## config.mk

```make
export PLATFORM = sky130hd
export DESIGN_NAME = fetch_hazard_ctrl_flat
export DESIGN_NICKNAME = d
export VERILOG_FILES = /design/src/rtl/fetch_hazard_ctrl_if.sv /design/src/rtl/fetch_hazard_ctrl.sv /design/src/flat_wrapper.sv
export SDC_FILE = /design/constraint.sdc
export NUM_CORES = 1
export LEC_CHECK = 0
export ABC_AREA = 1
export ABC_CLOCK_PERIOD_IN_PS = 1780
export CORE_UTILIZATION = 40
export DETAILED_ROUTE_END_ITERATION = 16
export HOLD_SLACK_MARGIN = 0.06
export PLACE_DENSITY = 0.68
export SYNTH_ARGS = -nofsm -noshare
export SYNTH_HDL_FRONTEND = slang
export SYNTH_SLANG_ARGS = --single-unit
export TNS_END_PERCENT = 50
```

## constraint.sdc

```tcl
create_clock -name CLK -period 1.78 [get_ports CLK]
set_input_delay 0.445 -clock CLK [delete_from_list [all_inputs] [get_ports CLK]]
set_output_delay 0.445 -clock CLK [all_outputs]
set_load 0.01 [all_outputs]
```

## src/rtl/fetch_hazard_ctrl_if.sv

```systemverilog
// rtl/fetch_hazard_ctrl_if.sv - hazard-unit signal bundle between the F/D/E pipeline and fetch_hazard_ctrl
interface fetch_hazard_ctrl_if #(
  parameter int REG_ADDR_WIDTH = 5,
  parameter int CNT_WIDTH      = 16
) ();
  logic [REG_ADDR_WIDTH-1:0] Rs1D;
  logic [REG_ADDR_WIDTH-1:0] Rs2D;
  logic [REG_ADDR_WIDTH-1:0] RdE;
  logic                      LoadE;
  logic                      PCSrcE;
  logic                      ICacheMissF;
  logic                      ICacheReadyF;
  logic                      StallF;
  logic                      StallD;
  logic                      FlushD;
  logic                      FlushE;
  logic                      FetchErr;
  logic [CNT_WIDTH-1:0]      StallCount;
  logic [CNT_WIDTH-1:0]      FlushCount;
  logic [CNT_WIDTH-1:0]      MissCount;

  // Pipeline side: supplies hazard sources, consumes stall/flush controls.
  modport master (
    output Rs1D, Rs2D, RdE, LoadE, PCSrcE, ICacheMissF, ICacheReadyF,
    input  StallF, StallD, FlushD, FlushE, FetchErr, StallCount, FlushCount, MissCount
  );

  modport slave (
    input  Rs1D, Rs2D, RdE, LoadE, PCSrcE, ICacheMissF, ICacheReadyF,
    output StallF, StallD, FlushD, FlushE, FetchErr, StallCount, FlushCount, MissCount
  );
endinterface

```

## src/rtl/fetch_hazard_ctrl.sv

```systemverilog
// rtl/fetch_hazard_ctrl.sv - fetch/decode stall and flush sequencing with I-cache miss timeout and perf counters
module fetch_hazard_ctrl #(
  parameter int REG_ADDR_WIDTH = 5,
  parameter int TIMEOUT_WIDTH  = 8,
  parameter int MISS_TIMEOUT   = 200,
  parameter int CNT_WIDTH      = 16
) (
  input logic              CLK,
  input logic              RST,
  fetch_hazard_ctrl_if.slave hz
);

  typedef enum logic [1:0] {
    RUN  = 2'd0,
    MISS = 2'd1,
    ERR  = 2'd2
  } state_t;

  localparam logic [TIMEOUT_WIDTH-1:0] TIMEOUT_LAST = TIMEOUT_WIDTH'(MISS_TIMEOUT - 1);

  state_t                   state, state_nx;
  logic [TIMEOUT_WIDTH-1:0] timeout, timeout_nx;
  logic [CNT_WIDTH-1:0]     stall_cnt, flush_cnt, miss_cnt;
  logic                     lw_stall;
  logic                     stall_f, stall_d, flush_d, flush_e, miss_evt;

  assign lw_stall = hz.LoadE && (hz.RdE != '0) &&
                    ((hz.Rs1D == hz.RdE) || (hz.Rs2D == hz.RdE));

  always_comb begin
    state_nx   = state;
    timeout_nx = timeout;
    miss_evt   = 1'b0;
    stall_f    = 1'b0;
    stall_d    = 1'b0;
    flush_d    = 1'b0;
    flush_e    = 1'b0;
    case (state)
      RUN: begin
        // A taken branch makes the current fetch wrong-path, so its miss is dropped.
        if (hz.PCSrcE) begin
          flush_d = 1'b1;
          flush_e = 1'b1;
        end else if (hz.ICacheMissF) begin
          stall_f    = 1'b1;
          stall_d    = 1'b1;
          flush_e    = 1'b1;
          state_nx   = MISS;
          timeout_nx = '0;
          miss_evt   = 1'b1;
        end else begin
          stall_f = lw_stall;
          stall_d = lw_stall;
          flush_e = lw_stall;
        end
      end
      MISS: begin
        if (!hz.ICacheReadyF) begin
          stall_f    = 1'b1;
          stall_d    = 1'b1;
          flush_e    = 1'b1;
          timeout_nx = timeout + 1'b1;
          if (timeout == TIMEOUT_LAST) state_nx = ERR;
        end else begin
          stall_f  = lw_stall;
          stall_d  = lw_stall;
          flush_e  = lw_stall;
          state_nx = RUN;
        end
      end
      ERR: begin
        stall_f = 1'b1;
        stall_d = 1'b1;
        flush_e = 1'b1;
      end
      default: state_nx = RUN;
    endcase
  end

  always_ff @(posedge CLK or posedge RST) begin
    if (RST) begin
      state     <= RUN;
      timeout   <= '0;
      stall_cnt <= '0;
      flush_cnt <= '0;
      miss_cnt  <= '0;
    end else begin
      state   <= state_nx;
      timeout <= timeout_nx;
      if (stall_d && (stall_cnt != '1)) stall_cnt <= stall_cnt + 1'b1;
      if (flush_d && (flush_cnt != '1)) flush_cnt <= flush_cnt + 1'b1;
      if (miss_evt && (miss_cnt != '1)) miss_cnt <= miss_cnt + 1'b1;
    end
  end

  assign hz.StallF     = stall_f;
  assign hz.StallD     = stall_d;
  assign hz.FlushD     = flush_d;
  assign hz.FlushE     = flush_e;
  assign hz.FetchErr   = (state == ERR);
  assign hz.StallCount = stall_cnt;
  assign hz.FlushCount = flush_cnt;
  assign hz.MissCount  = miss_cnt;

endmodule

```

## src/flat_wrapper.sv

```systemverilog
// flat-port wrapper written by rule: the top's interface ports become plain ports
module fetch_hazard_ctrl_flat 
#(
  parameter int REG_ADDR_WIDTH = 5,
  parameter int TIMEOUT_WIDTH  = 8,
  parameter int MISS_TIMEOUT   = 200,
  parameter int CNT_WIDTH      = 16
)
  (CLK, RST, hz_Rs1D, hz_Rs2D, hz_RdE, hz_LoadE, hz_PCSrcE, hz_ICacheMissF, hz_ICacheReadyF, hz_StallF, hz_StallD, hz_FlushD, hz_FlushE, hz_FetchErr, hz_StallCount, hz_FlushCount, hz_MissCount);
  fetch_hazard_ctrl_if #(.REG_ADDR_WIDTH(REG_ADDR_WIDTH), .CNT_WIDTH(CNT_WIDTH)) hz_i ();
  input logic CLK;
  input logic RST;
  input wire logic [$bits(hz_i.Rs1D)-1:0] hz_Rs1D;
  input wire logic [$bits(hz_i.Rs2D)-1:0] hz_Rs2D;
  input wire logic [$bits(hz_i.RdE)-1:0] hz_RdE;
  input wire logic [$bits(hz_i.LoadE)-1:0] hz_LoadE;
  input wire logic [$bits(hz_i.PCSrcE)-1:0] hz_PCSrcE;
  input wire logic [$bits(hz_i.ICacheMissF)-1:0] hz_ICacheMissF;
  input wire logic [$bits(hz_i.ICacheReadyF)-1:0] hz_ICacheReadyF;
  output wire logic [$bits(hz_i.StallF)-1:0] hz_StallF;
  output wire logic [$bits(hz_i.StallD)-1:0] hz_StallD;
  output wire logic [$bits(hz_i.FlushD)-1:0] hz_FlushD;
  output wire logic [$bits(hz_i.FlushE)-1:0] hz_FlushE;
  output wire logic [$bits(hz_i.FetchErr)-1:0] hz_FetchErr;
  output wire logic [$bits(hz_i.StallCount)-1:0] hz_StallCount;
  output wire logic [$bits(hz_i.FlushCount)-1:0] hz_FlushCount;
  output wire logic [$bits(hz_i.MissCount)-1:0] hz_MissCount;
  assign hz_i.Rs1D = hz_Rs1D;
  assign hz_i.Rs2D = hz_Rs2D;
  assign hz_i.RdE = hz_RdE;
  assign hz_i.LoadE = hz_LoadE;
  assign hz_i.PCSrcE = hz_PCSrcE;
  assign hz_i.ICacheMissF = hz_ICacheMissF;
  assign hz_i.ICacheReadyF = hz_ICacheReadyF;
  assign hz_StallF = hz_i.StallF;
  assign hz_StallD = hz_i.StallD;
  assign hz_FlushD = hz_i.FlushD;
  assign hz_FlushE = hz_i.FlushE;
  assign hz_FetchErr = hz_i.FetchErr;
  assign hz_StallCount = hz_i.StallCount;
  assign hz_FlushCount = hz_i.FlushCount;
  assign hz_MissCount = hz_i.MissCount;
  fetch_hazard_ctrl #(.REG_ADDR_WIDTH(REG_ADDR_WIDTH), .TIMEOUT_WIDTH(TIMEOUT_WIDTH), .MISS_TIMEOUT(MISS_TIMEOUT), .CNT_WIDTH(CNT_WIDTH)) u_core (.CLK(CLK), .RST(RST), .hz(hz_i));
endmodule
```

==> results.md, run 1 <==
* Run status: finished with violations
* Failing checks: negative setup slack
* Required @ worst endpoint at 1.33 ns
* Post-synth top area share at 42.71%
* Clock Path Buffers at 2
* DR DRC count at 0
* TritonCTS clock tree: done
* Tot Pwr at 5.866 mW
* Initial antenna violation count at 0
* Final net count at 578
* HP Class: reg -> reg
* Peak supply drop at 0.7468 mV
* Worst Hold Path Cells at 1
* Top cells by area, synth: dfrtp_1 43%, nand2_1 13%, xor2_1 7.2%
* Placed cell count at 627
* RSZ-0062 raised after global routing: yes
* Clock-pin transition on the worst setup and hold timing paths at 0.06 ns
* First-pass GRT wire length at 13210 µm
* Top FF cell, synth: dfrtp_1
* Pwr dens at 1159 nW/µm²
* Grt ovf at 0
* Final antenna-violating net count at 0
* Worst setup margin at -0.08077 ns
* Mean Syn Cell Area at 7.940 µm²
* Cell Area, Synth at 3398 µm²
* Clock tree sinks at 58
* Post-Place Worst Slack at -0.8673 ns
* Count leader, synth: nand2_1
* Cells after Synth at 428
* Top-level I/O count at 74
* DIE AREA at 8868 µm²
* Yosys warnings at 0
* Period utilization at 104.5%
* Pin count of the biggest net entering global routing at 59
* Vias at 3193
* Yosys top cell by area: dfrtp_1
* Element type at the critical path start: primary input
* Via density at 4.816
* Final Skew at 0.01182 ns
* Hold_buf cts at 0
* Post-synth ARST share at 100.0%
* Share of layout cells above drive strength 1 at 28.14%
* Finished Core Util at 61.60%
* Starting DRC count in detailed routing at 72
* CTS Root Cell: clkbuf_8
* Layout area overhead at 48.93%
* I/O Buffers at 73
* Critical Path End Type: output port
* Hold Slack at 0.5178 ns
* Sequential area share after synthesis at 42.71%
* Worst-Margin Slew at 0.6753 ns
* Fmax at 537.4 MHz
* Final HPWL DP at 5594 µm
* Pleak at 2.733 nW
* Syn_nets at 453
* Setup violations, final at 4
* Final Hold Vio Count at 0
* Critical-path maximum fanout at 2
* Routed WL per cell at 12.40 µm
* #FFs+latches synth at 58
* Gr usage total at 18.79%
* Number of synthesized flops with an enable pin at 0
* Final GP Congestion at 0.8897
* Max-slew violations at 0
* Clock buffers created by TritonCTS at 9
* Critical path arrival at 1.42 ns
* FP Rows at 33
* Critical path class: in -> out
* Layout Cells excl Fill at 663
* Synth cell count leaders: 120 x nand2_1, 58 x dfrtp_1, 53 x inv_1
* Core Area at 8217 µm²
* Clock latency on the worst-skew pair at 0.33 ns
* Worst R2R Path Depth at 12
* Effective utilization at floorplan at 41.36%
* Die H at 94.17 µm
* Vias in the first global route at 3090
* Max-cap violation count at 0
* DRT Pass-1 Iters at 4
* Yosys cell types at 36
* Final WL at 8219 µm
* Chip width at 94.17 µm
* Post-layout min period at 1.861 ns
* Diode count at 0
* # H-tree levels at 3
* Headroom to the max-slew limit at 54.83%
[area by class of cell]
class	count	area, µm²
fill	719	3156
tap	105	131.4
sequential	58	1465
inverter	61	235.2
clock inverter	4	98.84
clock buffer	12	145.1
timing repair buffer	117	1057
multi-input combinational	306	1928
[final timing paths]
check / from / to / slack, ns
max in group asynchronous: RST / u_core.hz.MissCount[8]$_DFFE_PP0P_ / 0.96
max reg2reg: u_core.state[1]$_DFFE_PP0P_ / u_core.timeout[6]$_DFFE_PP0P_ / -0.03
min: u_core.hz.FlushCount[13]$_DFFE_PP0P_ / u_core.hz.FlushCount[13]$_DFFE_PP0P_ / 0.52
max: hz_ICacheMissF / hz_FlushE / -0.08
min in group asynchronous: RST / u_core.hz.StallCount[5]$_DFFE_PP0P_ / 0.54
min reg2reg: u_core.hz.FlushCount[13]$_DFFE_PP0P_ / u_core.hz.FlushCount[13]$_DFFE_PP0P_ / 0.52
[cell families after synthesis]
logic type      Yosys count  synth area share (%)
buf+inv                  67                 8.321
simple gates            238                 33.06
compound gates           18                 3.351
xor+xnor                 43                 11.08
fa+ha+maj                 4                 1.473
flops                    58                 42.71
[stage by stage]
step	cell area (µm²)	TNS, ns
2_1_floorplan	3402	-0.05319
3_3_place_gp	4428	-18.19
3_5_place_dp	4428	-18.88
4_1_cts	4745	-0.4246
5_1_grt	5061	-1.720
6_report	5061	-0.2219
[flip-flops by register name (all words and copies together) (netlist names)]
register              cells
u_core.hz.FlushCount     16
u_core.hz.MissCount      16
u_core.hz.StallCount     16
u_core.state              2
u_core.timeout            8
[power by group]
group	switching, mW	internal (mW)	leakage [nW]
Clock	0.522	0.973	0.121
Sequential	0.297	1.58	0.736
Combinational	1.31	1.18	1.88
Total	2.13	3.74	2.73
[cells in the final DEF, fill, tap and decap left out, types with 4 or more instances in the layout]
cell type | Yosys | routed
dlymetal6s2s_1 | 0 | 18
xor2_1 | 28 | 28
dfrtp_2 | 0 | 11
nand3_2 | 1 | 13
nand2_4 | 2 | 6
nor3_1 | 9 | 9
inv_1 | 53 | 49
nand2_2 | 6 | 10
nand3_1 | 37 | 24
clkdlybuf4s50_1 | 0 | 17
nand2_1 | 120 | 111
nand4_1 | 12 | 12
nor2_1 | 31 | 23
clkbuf_2 | 0 | 7
nand2_8 | 0 | 4
dlygate4sd2_1 | 0 | 18
o21ai_1 | 4 | 5
o21ai_0 | 6 | 4
buf_2 | 2 | 7
clkbuf_8 | 0 | 10
buf_6 | 3 | 11
nor2_2 | 3 | 8
inv_2 | 7 | 10
xnor2_1 | 15 | 14
dfrtp_1 | 58 | 47
nor2_4 | 3 | 6
buf_4 | 1 | 36
[worst max-delay path: stages]
cell and delay, ns:
clkdlybuf4s50_1 0.45, inv_1 0.16, nand2_2 0.08, nand2_1 0.08, nand3_2 0.08, buf_6 0.12
[what timing repair did]
item,in CTS,in global routing
cloned,0,3
pin swaps,22,47
resized for setup,96,85
endpoints found under the setup margin,48,53
setup buffers,11,8
endpoints found under the hold margin,0,0
[per-layer routing]
layer | wire length (µm) | part of all wire [%] | track usage [%] | up-vias
met3 | 378 | 4.6 | 4.531 | 14
met2 | 4217 | 51 | 32.85 | 72
met1 | 3479 | 42 | 22.86 | 1495
met5 | 0 | 0 | 0 | -
li1 | - | - | - | 1612
met4 | 144 | 1.8 | 5.128 | 0
Note: power is estimated with default switching activity, not from simulation.
==> inputs of run 2 (changes only) <==
CORE_MARGIN = 2   (was unset)
SKIP_LAST_GASP = 1   (was unset)
==> run 2 against run 1 <==
The flow still finishes with violations (negative setup slack). Wire length decreased by 0.44%. Utilization decreased by 1.7 points. Setup slack got worse by 0.0048 ns. Critical path depth increased by 6. Final area decreased by 2.8%. Largest cell class unchanged. Largest power group unchanged.
==> results.md, run 2 (synthesis gave the netlist of run 1 again) <==
* Setup TNS at -0.3048 ns (was -0.2219 ns)
* Final HPWL DP at 5627 µm (was 5594 µm)
* Element type at the critical path start: primary input (unchanged)
* Die H at 96.17 µm (was 94.17 µm)
* HP Class: reg -> reg (unchanged)
* Final net count at 574 (was 578)
* I/O Buffers at 73 (unchanged)
* First-pass GRT wire length at 13040 µm (was 13210 µm)
* Required @ worst endpoint at 1.33 ns (about the same)
* CTS Root Cell: clkbuf_8 (unchanged)
* Hold Crit Endpoint: u_core.hz.FlushCount[2]$_DFFE_PP0P_ (was u_core.hz.FlushCount[13]$_DFFE_PP0P_)
* Worst-Margin Slew at 0.5235 ns (was 0.6753 ns)
* Core Area at 8217 µm² (unchanged)
* Vias at 3170 (was 3193)
* Diode count at 0 (unchanged)
* WP buf/inv at 3 (unchanged)
* Placed cell count at 628 (was 627)
* # H-tree levels at 3 (unchanged)
* R2R Setup Slk at 0.03 ns (was -0.03 ns)
* Worst Hold Path Cells at 1 (unchanged)
* Final WL at 8183 µm (was 8219 µm)
* Worst path top cell family by delay: simple AND/OR/NAND/NOR gates (was buffers and inverters)
* DIE AREA at 9249 µm² (was 8868 µm²)
* Clock buffers created by TritonCTS at 9 (unchanged)
* Critical path class: in -> out (unchanged)
* Fill cells at 744 (was 719)
* Chip width at 96.17 µm (was 94.17 µm)
* Pleak at 2.529 nW (was 2.733 nW)
* Clock latency on the worst-skew pair at 0.34 ns (was 0.33 ns)
* Starting DRC count in detailed routing at 93 (was 72)
* Hold Slack at 0.5131 ns (was 0.5178 ns)
* Final instance area at 4921 µm² (was 5061 µm²)
* Effective utilization at floorplan at 41.36% (unchanged)
* DR DRC count at 0 (unchanged)
* Initial antenna violation count at 0 (unchanged)
* Commonest cells after routing, fill and taps aside: 114 x nand2_1, 48 x inv_1, 45 x dfrtp_1 (was 111 x nand2_1, 49 x inv_1, 47 x dfrtp_1)
* Via density at 4.825 (was 4.816)
* Layout area overhead at 44.81% (was 48.93%)
* Layout Cells excl Fill at 657 (was 663)
* Worst path depth at 12 (was 6)
* Max-slew violations at 0 (unchanged)
* Clock Path Buffers at 2 (unchanged)
* Pin count of the biggest net entering global routing at 59 (unchanged)
* Worst R2R Path Depth at 12 (unchanged)
* Period utilization at 104.8% (was 104.5%)
* Gr usage total at 17.90% (was 18.79%)
* Final antenna-violating net count at 0 (unchanged)
* Post-layout min period at 1.866 ns (was 1.861 ns)
* Critical Path End Type: output port (unchanged)
* Fmax at 536.0 MHz (was 537.4 MHz)
* Critical path arrival at 1.42 ns (about the same)
* FP Rows at 33 (unchanged)
* RSZ-0062 raised after global routing: yes (unchanged)
* Placed cell area at 4436 µm² (was 4428 µm²)
* Most frequent CP cell: nand2_1
* Share of layout cells above drive strength 1 at 26.09% (was 28.14%)
* Final GP Congestion at 0.8664 (was 0.8897)
* Critical-path top delay cell: buf_2 (was clkdlybuf4s50_1)
* TritonCTS clock tree: done (unchanged)
* Grt ovf at 0 (unchanged)
* Routed WL per cell at 12.46 µm (was 12.40 µm)
* Clock tree sinks at 58 (unchanged)
* Critical-path maximum fanout at 4 (was 2)
* Failing checks: negative setup slack (unchanged)
* Reg2reg end: u_core.hz.MissCount[5]$_DFFE_PP0P_ (was u_core.timeout[6]$_DFFE_PP0P_)
* Most common cell after layout, fill and taps aside: nand2_1 (unchanged)
* DRT Pass-1 Iters at 4 (unchanged)
* Peak supply drop at 0.7084 mV (was 0.7468 mV)
* Worst setup margin at -0.08552 ns (was -0.08077 ns)
* Final Skew at 0.01053 ns (was 0.01182 ns)
* Headroom to the max-slew limit at 64.99% (was 54.83%)
* Max incr delay on CP at 0.12 ns (was 0.45 ns)
* Max-cap violation count at 0 (unchanged)
* Pwr dens at 1129 nW/µm² (was 1159 nW/µm²)
* CP Cell Sequence: buf_2, inv_1, nand2_1, nand2_1, nor2_1, nand3_1, nand2_2, nand2_1, nand2_1, nand2_2, nand2_4, buf_6 (was clkdlybuf4s50_1, inv_1, nand2_2, nand2_1, nand3_2, buf_6)
* Final Hold Vio Count at 0 (unchanged)
* Worst Hold Launch: u_core.hz.FlushCount[2]$_DFFE_PP0P_ (was u_core.hz.FlushCount[13]$_DFFE_PP0P_)
* RR Startpoint: u_core.state[1]$_DFFE_PP0P_ (unchanged)
* Setup violations, final at 6 (was 4)
* Top-level I/O count at 74 (unchanged)
* Clock-pin transition on the worst setup and hold timing paths at 0.06 ns (about the same)
* Run status: finished with violations (unchanged)
* Vias in the first global route at 3069 (was 3090)
[run 2: worst max path at each step]
| stage | start | to |
|---|---|---|
| 2_1_floorplan | hz_Rs1D[4] | hz_StallF |
| 3_3_place_gp | hz_RdE[0] | hz_StallF |
| 3_5_place_dp | hz_RdE[1] | hz_StallF |
| 4_1_cts | u_core.state[1]$_DFFE_PP0P_ | hz_FlushE |
| 5_1_grt | hz_RdE[4] | hz_StallF |
| 6_report | hz_RdE[0] | hz_StallF |
[run 2: area by class of cell]
type | instances | area [µm²] | area share [%]
clock buffers | 12 | 155.1 | 3.153
clock inverters | 2 | 37.54 | 0.7628
inverters | 61 | 235.2 | 4.780
multi-input cells | 305 | 1876 | 38.11
flip-flops and latches | 58 | 1468 | 29.82
well taps | 105 | 131.4 | 2.670
repair buffers | 114 | 1018 | 20.70
[run 2: timing repair]
item / 4_1_cts / 5_1_grt
setup endpoints to repair: 50 / 69
pin swaps: 21 / 26
hold buffers: 0 / 0
cloned: 0 / 2
buffers inserted: 5 / 9
gates resized for setup: 84 / 65
[run 2: metal layers]
| layer | up-vias | global-route usage [%] | routed length (µm) |
|---|---|---|---|
| li1 | 1598 | - | - |
| met4 | 0 | 6.310 | 110 |
| met1 | 1488 | 22.33 | 3695 |
| met2 | 72 | 30.21 | 3981 |
| met3 | 12 | 4.229 | 394 |
| met5 | - | 0 | 0 |
[run 2: stage by stage]
| step | total power, mW | setup WS [ns] | util, % |
|---|---|---|---|
| global placement | 3.986 | -0.8403 | 53.98 |
| finish | 5.555 | -0.08552 | 59.89 |
| detailed placement | 4.021 | -0.8568 | 53.98 |
| CTS | 5.345 | -0.1111 | 56.77 |
| floorplan | 3.020 | -0.05319 | - |
| global route | 5.944 | -0.1836 | 59.89 |
[run 2: report_power, final]
| part | switching, mW | total, mW | internal [mW] |
|---|---|---|---|
| combinational | 1.29 | 2.46 | 1.17 |
| sequential | 0.295 | 1.88 | 1.59 |
| clock | 0.504 | 1.21 | 0.708 |
